$ cat config.mk
export PLATFORM = sky130hd
export DESIGN_NAME = scoreboard_ctrl
export DESIGN_NICKNAME = d
export VERILOG_FILES = /design/src/rtl/scoreboard_ctrl.sv
export SDC_FILE = /design/constraint.sdc
export NUM_CORES = 1
export LEC_CHECK = 0
export CORE_MARGIN = 4
export CORE_UTILIZATION = 45
export DETAILED_ROUTE_END_ITERATION = 10
export GPL_ROUTABILITY_DRIVEN = 0
export SYNTH_ARGS = -nofsm -noshare
export SYNTH_HDL_FRONTEND = slang
export SYNTH_SLANG_ARGS = --single-unit
$ cat constraint.sdc
create_clock -name clock -period 18.8 [get_ports clock]
set_input_delay 1.88 -clock clock [delete_from_list [all_inputs] [get_ports clock]]
set_output_delay 1.88 -clock clock [all_outputs]
set_load 0.05 [all_outputs]
$ cat src/rtl/scoreboard_ctrl.sv
// Register scoreboard for an in-order pipeline: per-register outstanding-write
// counters, RAW/overflow hazard stall, and a drain handshake for register dumps.
module scoreboard_ctrl #(
    parameter int MAX_INFLIGHT = 3
) (
    input  logic        clock,
    input  logic        reset,
    input  logic        issue_valid,
    input  logic [4:0]  issue_rs,
    input  logic [4:0]  issue_rt,
    input  logic        issue_rs_used,
    input  logic        issue_rt_used,
    input  logic [4:0]  issue_rd,
    input  logic        issue_we,
    input  logic        retire_valid,
    input  logic [4:0]  retire_rd,
    input  logic        drain_req,
    output logic        stall,
    output logic        issue_fire,
    output logic        drain_done,
    output logic [31:0] busy_mask,
    output logic [6:0]  pending_count,
    output logic [15:0] stall_cycles,
    output logic        sb_error
);

    localparam int CW = (MAX_INFLIGHT < 2) ? 1 : $clog2(MAX_INFLIGHT + 1);
    localparam logic [CW-1:0] CNT_MAX = CW'(MAX_INFLIGHT);

    typedef enum logic [1:0] {
        ST_RUN   = 2'd0,
        ST_DRAIN = 2'd1,
        ST_DONE  = 2'd2
    } state_t;

    state_t        state_r;
    logic [CW-1:0] cnt_r      [32];
    logic [CW-1:0] cnt_next_s [32];
    logic [31:0]   busy_next_s;
    logic [6:0]    pending_next_s;
    logic          hazard_s;
    logic          inc_s;
    logic          ret_s;
    logic          same_s;
    logic          dec_s;
    logic          err_s;

    // Hazard detection and issue handshake from the registered counters
    always_comb begin
        hazard_s   = 1'b0;
        stall      = 1'b0;
        issue_fire = 1'b0;
        if (issue_rs_used && (cnt_r[issue_rs] != '0)) begin
            hazard_s = 1'b1;
        end else if (issue_rt_used && (cnt_r[issue_rt] != '0)) begin
            hazard_s = 1'b1;
        end else if (issue_we && (cnt_r[issue_rd] == CNT_MAX)) begin
            hazard_s = 1'b1;
        end else begin
            hazard_s = 1'b0;
        end
        if (issue_valid) begin
            stall      = hazard_s || (state_r != ST_RUN);
            issue_fire = !stall;
        end else begin
            stall      = 1'b0;
            issue_fire = 1'b0;
        end
    end

    // Classify this cycle's counter events; a matched issue/retire pair cancels out
    always_comb begin
        inc_s  = issue_fire && issue_we && (issue_rd != 5'd0);
        ret_s  = retire_valid && (retire_rd != 5'd0);
        same_s = inc_s && ret_s && (issue_rd == retire_rd);
        if (same_s) begin
            dec_s = 1'b0;
            err_s = 1'b0;
        end else if (ret_s) begin
            dec_s = (cnt_r[retire_rd] != '0);
            err_s = (cnt_r[retire_rd] == '0);
        end else begin
            dec_s = 1'b0;
            err_s = 1'b0;
        end
    end

    // Next counter values plus the derived busy mask and pending total
    always_comb begin
        cnt_next_s[0]  = '0;
        busy_next_s    = 32'd0;
        pending_next_s = 7'd0;
        for (int i = 1; i < 32; i++) begin
            if (inc_s && !same_s && (issue_rd == 5'(i))) begin
                cnt_next_s[i] = cnt_r[i] + CW'(1);
            end else if (dec_s && (retire_rd == 5'(i))) begin
                cnt_next_s[i] = cnt_r[i] - CW'(1);
            end else begin
                cnt_next_s[i] = cnt_r[i];
            end
            busy_next_s[i] = (cnt_next_s[i] != '0);
            pending_next_s = pending_next_s + 7'(cnt_next_s[i]);
        end
    end

    // Counter state, registered status outputs and sticky error
    always_ff @(posedge clock or posedge reset) begin
        if (reset) begin
            for (int i = 0; i < 32; i++) begin
                cnt_r[i] <= '0;
            end
            busy_mask     <= 32'd0;
            pending_count <= 7'd0;
            sb_error      <= 1'b0;
            stall_cycles  <= 16'd0;
        end else begin
            cnt_r[0] <= '0;
            for (int i = 1; i < 32; i++) begin
                cnt_r[i] <= cnt_next_s[i];
            end
            busy_mask     <= busy_next_s;
            pending_count <= pending_next_s;
            if (err_s) begin
                sb_error <= 1'b1;
            end
            if (issue_valid && stall && (stall_cycles != 16'hFFFF)) begin
                stall_cycles <= stall_cycles + 16'd1;
            end
        end
    end

    // Drain FSM; drain_done is high exactly while in DONE
    always_ff @(posedge clock or posedge reset) begin
        if (reset) begin
            state_r    <= ST_RUN;
            drain_done <= 1'b0;
        end else begin
            drain_done <= 1'b0;
            case (state_r)
                ST_RUN: begin
                    if (drain_req) begin
                        state_r <= ST_DRAIN;
                    end
                end
                ST_DRAIN: begin
                    // A withdrawn request abandons the drain without a pulse
                    if (!drain_req) begin
                        state_r <= ST_RUN;
                    end else if (pending_count == 7'd0) begin
                        state_r    <= ST_DONE;
                        drain_done <= 1'b1;
                    end
                end
                ST_DONE: begin
                    if (drain_req) begin
                        state_r <= ST_DRAIN;
                    end else begin
                        state_r <= ST_RUN;
                    end
                end
                default: begin
                    state_r <= ST_RUN;
                end
            endcase
        end
    end

endmodule
Word-level counts from Yosys, hierarchy flattened
Index checks and enable logic that the tools add are counted.

Output and inout port bits: 59. Flip-flop bits (word level): 120. Word-level logic and storage cells: 415. Input bits: 28.

$lt $le $gt $ge: 4. Bitwise gates (word level): 4. Equality and inequality tests: 69. Reductions and logical operators: 117. Multiplexer cells: 91. Add/sub/neg operators: 93.

Operator list (count): $add 7x2->7 (25); $eq 5x5->1 const B (32); $mux 2 (73); $eq 5x4->1 const B (16); $logic_and 1x1->1 (73); $reduce_bool 2->1 (35); $add 2x1->2 const B (31); $sub 2x1->2 const B (31); $bmux 2 s5 (4); $eq 5x3->1 const B (8); $ge 6x6->1 const B (4); $not 5->6 (4); $eq 5x2->1 const B (4); $add 16x1->16 const B (1); $ne 16x16->1 const B (1); $mux 1 (13); $eq 5x1->1 const B (2); $reduce_bool 5->1 (2); $add 6x2->7 (1); $logic_not 7->1 (1); $add 5x2->6 (1); $pmux 2 s3 (1); $add 4x2->5 (1); $eq 5x5->1 (1); other kinds (10) (13).

Depth between registers and ports, before layout
Gate-level depths: netlist (run 1).

Depth after elaboration: 50. Gate-level depth with buffers: 32. Depth with buffers taken out: 28.

Worst setup path before layout (run 1)
Ideal clock, no wire load.

Kind: input port to flip-flop. From: input issue_rd[0]. To: register pending_count[5]. Setup time: 0.123 ns. Required time: 18.677 ns. Setup slack: 9.886 ns. Arrival: 8.791 ns. Path buffers: 3. Cell stages on the path: 30. Cells stage by stage: buf_4 and2b_1 buf_6 a221oi_2 or4b_1 a221o_1 o311ai_4 nor2_2 buf_2 nor4_1 a21oi_1 xnor2_1 fa_1 inv_1 fa_1 inv_1 fa_1 inv_1 fa_1 fa_1 fa_1 fa_1 inv_1 ha_1 inv_1 fa_1 inv_1 a21o_1 a21oi_1 xnor2_1.

RTL lines: start: declaration (RTL line 13) `input logic [4:0] issue_rd,`; end signal: assignment (RTL line 122) `pending_count <= pending_next_s;`; end: declaration (RTL line 22) `output logic [6:0] pending_count,`.

Worst setup path in the final report (run 1)
From: input retire_rd[3]. To: register pending_count[6].

Cells in the longest elaborated chain, start to end: 40. Elaborated cells on any way between the ends: 199. Those cells by class: 30 x add/sub; 32 x eq/ne; 67 x mux; 1 x bitwise; 69 x reduce/logical.

RTL lines: start: declaration (RTL line 16) `input logic [4:0] retire_rd,`; $not 5->6 (implied by the code) (RTL line 80) `dec_s = (cnt_r[retire_rd] != '0);`; $bmux 2 s5 (RTL line 80); $mux 2 (implied by the code) (2 in series) (RTL line 80); $reduce_bool 2->1 (RTL line 80); $mux 1 (RTL line 79) `end else if (ret_s) begin`; $mux 1 (RTL line 76) `if (same_s) begin`; $logic_and 1x1->1 (RTL line 96) `end else if (dec_s && (retire_rd == 5'(i))) begin`; $mux 2 (RTL line 96); $mux 2 (RTL line 94) `if (inc_s && !same_s && (issue_rd == 5'(i))) begin`; $add 2x2->3 (RTL line 102) `pending_next_s = pending_next_s + 7'(cnt_next_s[i]);`; $add 3x2->4 (RTL line 102); $add 4x2->5 (RTL line 102); $add 5x2->6 (RTL line 102); $add 6x2->7 (RTL line 102); $add 7x2->7 (24 in series) (RTL line 102); $add 7x2->7 * (RTL line 102); via pending_next_s[6] (RTL line 40) `logic [6:0] pending_next_s;`.

The timed path passes the listed nets; every way through them passes the cells marked *. The select of a mux whose other input is x is not followed. A chain may end at the register's enable or synchronous reset.

==> impl_summary.md, run 1 <==
Outcome
The run finished with clean final reports.

Critical path
The peak fanout along the critical path is 25. The delay of the slowest cell on the worst path is 0.94 ns. The depth of the most critical reg-to-reg path is 24.

The nature of the critical path endpoint is a register. The worst reg2reg path startpoint is cnt_r[42]. On the critical path, the stage with the largest delay is an instance of clkdlybuf4s50_1. The kind of start point of the critical path is a primary input. The arrival time of data at the critical path endpoint is 10.63 ns. The register-to-register setup slack is 10.53 ns.

STA puts the critical path data required time at 19.11 ns. Counting stages on the worst path, the most repeated cell is fa_1. In this design, the largest share of critical-path delay is due to adder cells. The reg-to-reg critical path endpoint is pending_count[6].

The setup path with the least slack is of type primary input to register. The sum of buffers and inverters on the critical path is 5.

Timing
The count of final setup violators is 0. For the pin with the worst max-slew slack, the measured transition is 1.03 ns. Based on the critical path, the design can be clocked at up to 96.9 MHz.

The final count of pins violating max slew is 0. Setup repair after global routing left no endpoint under its margin. Setup total negative slack on the finished layout was measured at 0 ns. Between clock sinks in the finished design, the worst skew comes to 0.00965 ns. In the finished design, the share of the clock period the worst path needs comes to 0.549. The worst hold slack after final layout is 0.483 ns. The final critical delay including setup and external delays is 10.32 ns. The headroom to the max-slew limit is 0.307. The number of hold-slack violations in the final timing report was 0.

Logic synthesis
Yosys attributes the largest share of cell area to dfrtp_1 (32%), fa_1 (12%), xnor2_1 (6.5%). Summed over all instances, the cell type with the most area after synthesis is dfrtp_1. Yosys printed 0 warnings. Ranked by instance count, the synthesized netlist is headed by dfrtp_1 (120), inv_1 (77), xnor2_1 (70). The most frequent cell after synthesis is dfrtp_1. The total standard cell area after synthesis is 9410 um2.

The share of flip-flops with an asynchronous set or reset after synthesis is 1.00. The share of the Yosys chip area taken by registers is 0.319. The count of distinct cell types in the synthesized netlist is 81. The dominant synthesized flop cell is dfrtp_1. Of the post-synthesis cell area, the dominant cell type holds 0.319.

In this run, synthesis inferred 0 flip-flops with an integrated enable. The number of cells produced by synthesis is 947. A synthesized cell averages 9.94 um2.

The synthesized netlist net count is 1,043. In this run, synthesis produced a sequential element count of 120.

Clocking
The clock drives 120 sinks. The clock root buffer is clkbuf_16. The clock latency at the later pin of the worst-skew pair is 0.43 ns. CTS built an H-tree with a depth of 4.

TritonCTS built the clock tree. The total CTS buffers is 17. After clock tree synthesis, the flow added hold-fix buffers numbering 0. The clock-pin slew of the registers on the worst-case setup and hold paths is 0.06 ns. The number of instances resized during post-cts repair is 0. Post-CTS timing repair inserted 0 buffers for setup. The clock passes through at most 2 buffers.

Global route
Summed over all layers, the global routing overflow is 0. The wire length of the first global-routing pass is 45,700 um. Across every metal layer, demand over resource in global routing totals 0.251.

The via count of the first global-routing pass is 7,762. Entering global routing, the biggest net connects 72 pins. The number of antenna violations at the first check in global routing is 0.

Route
After detailed routing, the wire length on met1 is 12,000 um. The detailed router finished its first iteration with 812 violations. The highest metal layer with signal wires is met4.

The count of nets left with antenna violations once routing finished came out at 0. The wire length on met3 is 2800 um. The per-cell routed wire length is 22.5 um. The DRC violations left is 0. The detailed-route vias per instance is 6.09. The met2 routed wirelength is 12,900 um. The routed layout has 7,760 vias. The first-pass detailed-route iteration total is 5.

The final layout contains routed wiring with a total length of 28,600 um.

Layout
The number of inserted diodes is 0. Compared with the post-synthesis result, the final layout area differs by 16.9%. Of the cells placed in the final design, the portion with a size suffix greater than 1 is 0.114. The net count of the finished layout is 1,088.

Placed design
The post-detailed-placement half-perimeter wirelength is 21,400 um. Input and output buffers added on the ports amount to 85.

Die
For this configuration, the core starts out at a cell density of 0.461. The die height is 153 um. The width of the chip is 153 um. The floorplan row count is 52. The top-level port count is 87.

The floorplan step defined a core boundary enclosing 20,400 um2. The full die area is 23,300 um2.

Worst hold path
The worst min-delay path category is register to register. The worst hold path begins at sb_error. For hold timing, the worst endpoint is sb_error. Counting instances, the worst hold path has a depth of 2.

Job
Across the run, the number of max-cap violations was 0.
## flip-flops by register name, indices dropped and copies added (netlist names)
signal and cells:
drain_done 1, stall_cycles 16, state_r 2, sb_error 1, cnt_r 62, pending_count 7, busy_mask 31
## worst reg2reg max path, stage by stage (launching register included)
cell	delay (ns)
dfrtp_1	0.47
nor2_1	0.40
mux4_2	0.32
mux2i_1	0.07
o311ai_1	0.54
o21ai_1	0.25
nor2_2	0.48
buf_4	0.36
nor3_2	0.14
nand4_1	0.22
o22ai_1	0.14
fa_1	0.64
fa_1	0.48
fa_1	0.46
fa_1	0.50
fa_1	0.53
fa_1	0.53
fa_1	0.62
inv_1	0.06
ha_1	0.28
a21o_1	0.17
a21oi_1	0.21
nor2b_1	0.07
o21ai_0	0.16
nand2b_1	0.08
## worst max path at each step
| stage | startpoint | cells past startpoint | endpoint |
|---|---|---|---|
| 4_1_cts | retire_rd[3] | 26 | pending_count[6] |
| 5_1_grt | retire_rd[3] | 26 | pending_count[6] |
| 3_5_place_dp | retire_rd[3] | 26 | pending_count[6] |
| 2_1_floorplan | issue_rd[0] | 30 | pending_count[5] |
| 3_3_place_gp | retire_rd[3] | 25 | pending_count[5] |
| 6_report | retire_rd[3] | 26 | pending_count[6] |
## cell type report
| cell class | count | area [um2] |
|---|---|---|
| Inverter | 81 | 307 |
| Tap cell | 270 | 338 |
| Sequential cell | 120 | 3000 |
| Fill cell | 1860 | 9430 |
| Timing Repair Buffer | 95 | 926 |
| Multi-Input combinational cell | 677 | 5780 |
| Clock buffer | 21 | 480 |
| Clock inverter | 11 | 169 |
## per-layer routing
metal / GRT usage / vias up
met3: 0.0608 / 76
met1: 0.358 / 3820
met2: 0.375 / 458
met4: 0.0904 / 0
met5: 0 / -
li1: - / 3406
## layout by cell type, fill, tap and decap left out, types with 14 or more instances in the layout
cell and instances:
clkdlybuf4s50_1 85, nor3_1 33, nor2_1 45, nor4_1 16
dfrtp_1 120, inv_1 76, a22oi_1 14, xor2_1 30
a21o_1 15, xnor2_1 70, nand3_1 24, a21oi_1 41
and3_1 16, fa_1 57, mux4_2 21, nand2b_1 16
nand2_1 58, clkbuf_16 17
## metrics by stage
stage | setup slack (ns) | area, um2 | std cells | utilization
6_report | 8.48 | 11000 | 1275 | 0.539
3_3_place_gp | 8.12 | 10400 | 1243 | 0.507
4_1_cts | 8.51 | 11000 | 1275 | 0.539
3_5_place_dp | 8.07 | 10400 | 1243 | 0.507
2_1_floorplan | 9.89 | 9410 | 947 | -
5_1_grt | 7.97 | 11000 | 1275 | 0.539
## cells by family (layout without fill, tap and decap cells)
group | after synthesis | in the layout | synth area share
simple gates | 290 | 290 | 0.177
xor+xnor | 100 | 100 | 0.0930
other cells | 1 | 1 | 0.000398
flops | 120 | 120 | 0.319
buf+inv | 150 | 208 | 0.0669
mux | 34 | 34 | 0.0651
compound gates | 184 | 184 | 0.143
fa+ha+maj | 68 | 68 | 0.136
Power of run 1 is not shown: default switching activity piles up to over one toggle a cycle in this logic, so the estimate is an artifact.
==> run 2: changes to the inputs <==
- clock period: 18.8 -> 9.85 ns (I/O delays scaled with it)
==> run 2 against run 1 <==
Flip-flop and latch count unchanged; count of clock-buffer cells in the layout stayed put; routed wire length up 0.63%; clock skew is 0.0023 ns higher; non-clock buffer count rose by 19; critical path type unchanged; critical endpoint is now pending_count[5].
==> impl_summary.md, run 2 (synthesis results as in run 1) <==
Critical path
The data required time at the worst endpoint is 10.19 ns (-8.92 ns). The peak fanout along the critical path is 15 (-40%). The path type of the worst setup path is primary input to register.

The kind of start point of the critical path is a primary input. The delay of the slowest cell on the worst path is 0.94 ns (about the same). The library cell contributing the largest single delay on the critical path is clkdlybuf4s50_1. Grouping stages by cell kind, the critical path spends the most delay in adder cells. The arrival time of data at the critical path endpoint is 9.52 ns (-1.11 ns). By instance count, the cell type seen most on the critical path is fa_1. The worst setup path is captured at a register. The sum of buffers and inverters on the critical path is 8 (+3).

Die
The die height is 153 um (unchanged). The width of the chip came to 153 um (unchanged). The starting density of the core is 0.461 (unchanged). The top-level port count is 87 (unchanged). The full die area is 23,300 um2 (unchanged). The floorplan row count is 52 (unchanged). The placeable core region is 20,400 um2 (unchanged).

Job
The reported max-cap violation count is 0 (unchanged).

Clocking
The total CTS buffers is 17 (unchanged). The number of setup buffers added after CTS is 0 (unchanged). The tree is rooted in a clkbuf_16. The number of instances resized during post-cts repair came to 0 (unchanged). The clock-pin slew of the registers on the worst-case setup and hold paths came to 0.05 ns (about the same).

The number of buffers on the longest clock path is 2 (unchanged). The number of clock sinks seen by CTS is 120 (unchanged). The number of levels the H-tree was split into is 4 (unchanged). The post-cts hold buffer count is 0 (unchanged). The clock latency at the later pin of the worst-skew pair is 0.43 ns (about the same). The clock tree from TritonCTS is yes.

Timing
The portion of the clock cycle consumed by the worst path in the final layout is 0.932. The worst-margin pin slew is 0.993 ns (-0.0418 ns). The headroom to the max-slew limit was 0.338 (+0.0316). The setup clock skew after layout is 0.0120 ns (+0.00230 ns). The count of final setup violators was 0 (unchanged).

The final count of pins violating max slew was 0 (unchanged). The final critical delay including setup and external delays is 9.18 ns. The worst hold slack after final layout is 0.496 ns (+0.0131 ns). Setup repair after global routing left no endpoint under its margin. The sum of negative setup slack came to 0 ns (unchanged). The maximum clock frequency is 109 MHz. The number of hold-slack violations in the final timing report is 0 (unchanged).

Global route
The number of antenna violations at the first check in global routing is 0 (unchanged). The pin count of the biggest net entering global routing is 48 (-33%). The via count of the first global-routing pass is 7,879 (+1.5%). The wire length of the first global-routing pass is 45,500 um (-0.56%). The aggregate global-route resource usage is 0.252 (+0.000635).

The overall overflow remaining after global route is 0 (unchanged).

Layout
Leaving out fill and tap cells, the most frequent cells in the layout are dfrtp_1 (120), clkdlybuf4s50_1 (85), inv_1 (76). The number of flip-flops under the largest register name was 62 (unchanged). The largest registers in the layout are cnt_r x62, busy_mask x31, stall_cycles x16. Leaving out fill and tap cells, the most frequent cell in the layout is dfrtp_1. The fraction of layout instances using a drive strength above 1 is 0.128 (+0.0138).

The register containing the most flip-flops in the final layout is cnt_r. From synthesis to final layout, the design area changed by 17.6%. The post-route cell area is 11,100 um2 (+0.58%).

The total number of nets in the final design is 1,107 (+1.7%). The number of inserted diodes was 0 (unchanged).

Route
The detailed-route vias per instance was 6.01 (-1.3%). The detailed-route wire length is 28,800 um (+0.63%). The DRC violations left is 0 (unchanged). The first-pass detailed-route iteration total is 5 (unchanged).

The violation count after the first detailed-routing iteration is 762 (-6.2%). The total via count after detailed routing is 7,764 (+0.052%). The per-cell routed wire length came to 22.3 um (-0.70%). The number of nets with antenna violations after detailed routing is 0 (unchanged).

Placed design
The number of buffers added on ports is 85 (unchanged). The standard cell area after detailed placement is 10,500 um2 (+1.4%). The post-detailed-placement half-perimeter wirelength is 22,200 um (+3.5%).

Outcome
The run finished with clean final reports.

Worst hold path
The worst min-delay path category is register to register.
-- run 2: layer usage --
| metal | wire, um | track usage | vias up |
|---|---|---|---|
| met5 | 0 | 0 | - |
| met4 | 854 | 0.0734 | 0 |
| met3 | 2720 | 0.0716 | 77 |
| met2 | 13100 | 0.392 | 401 |
| met1 | 12200 | 0.346 | 3845 |
| li1 | - | - | 3441 |
-- run 2: worst paths after layout --
kind	slack, ns	to	cells past startpoint	from
setup / recovery	0.67	pending_count[5]	29	issue_rd[0]
hold / removal	0.50	stall_cycles[5]	1	stall_cycles[5]
setup reg to reg	1.48	pending_count[5]	27	cnt_r[44]
hold reg to reg	0.50	stall_cycles[5]	1	stall_cycles[5]
max in group asynchronous	7.95	cnt_r[54]	3	reset
min in group asynchronous	0.93	cnt_r[11]	2	reset
-- run 2: stage by stage --
stage | setup slack [ns] | utilization | cells
CTS | 0.715 | 0.542 | 1292
global placement | 0.444 | 0.514 | 1262
global route | 0.230 | 0.542 | 1292
floorplan | 1.83 | - | 947
detailed placement | 0.354 | 0.514 | 1262
finish | 0.669 | 0.542 | 1292
-- run 2: final cells by class --
class / instances / area, um2
Tap cell: 270 / 338
Sequential cell: 120 / 3000
Inverter: 81 / 307
Fill cell: 1845 / 9360
Clock inverter: 9 / 100
Timing Repair Buffer: 114 / 1070
Multi-Input combinational cell: 677 / 5780
Clock buffer: 21 / 470
Power of run 2 is left out for the same reason.
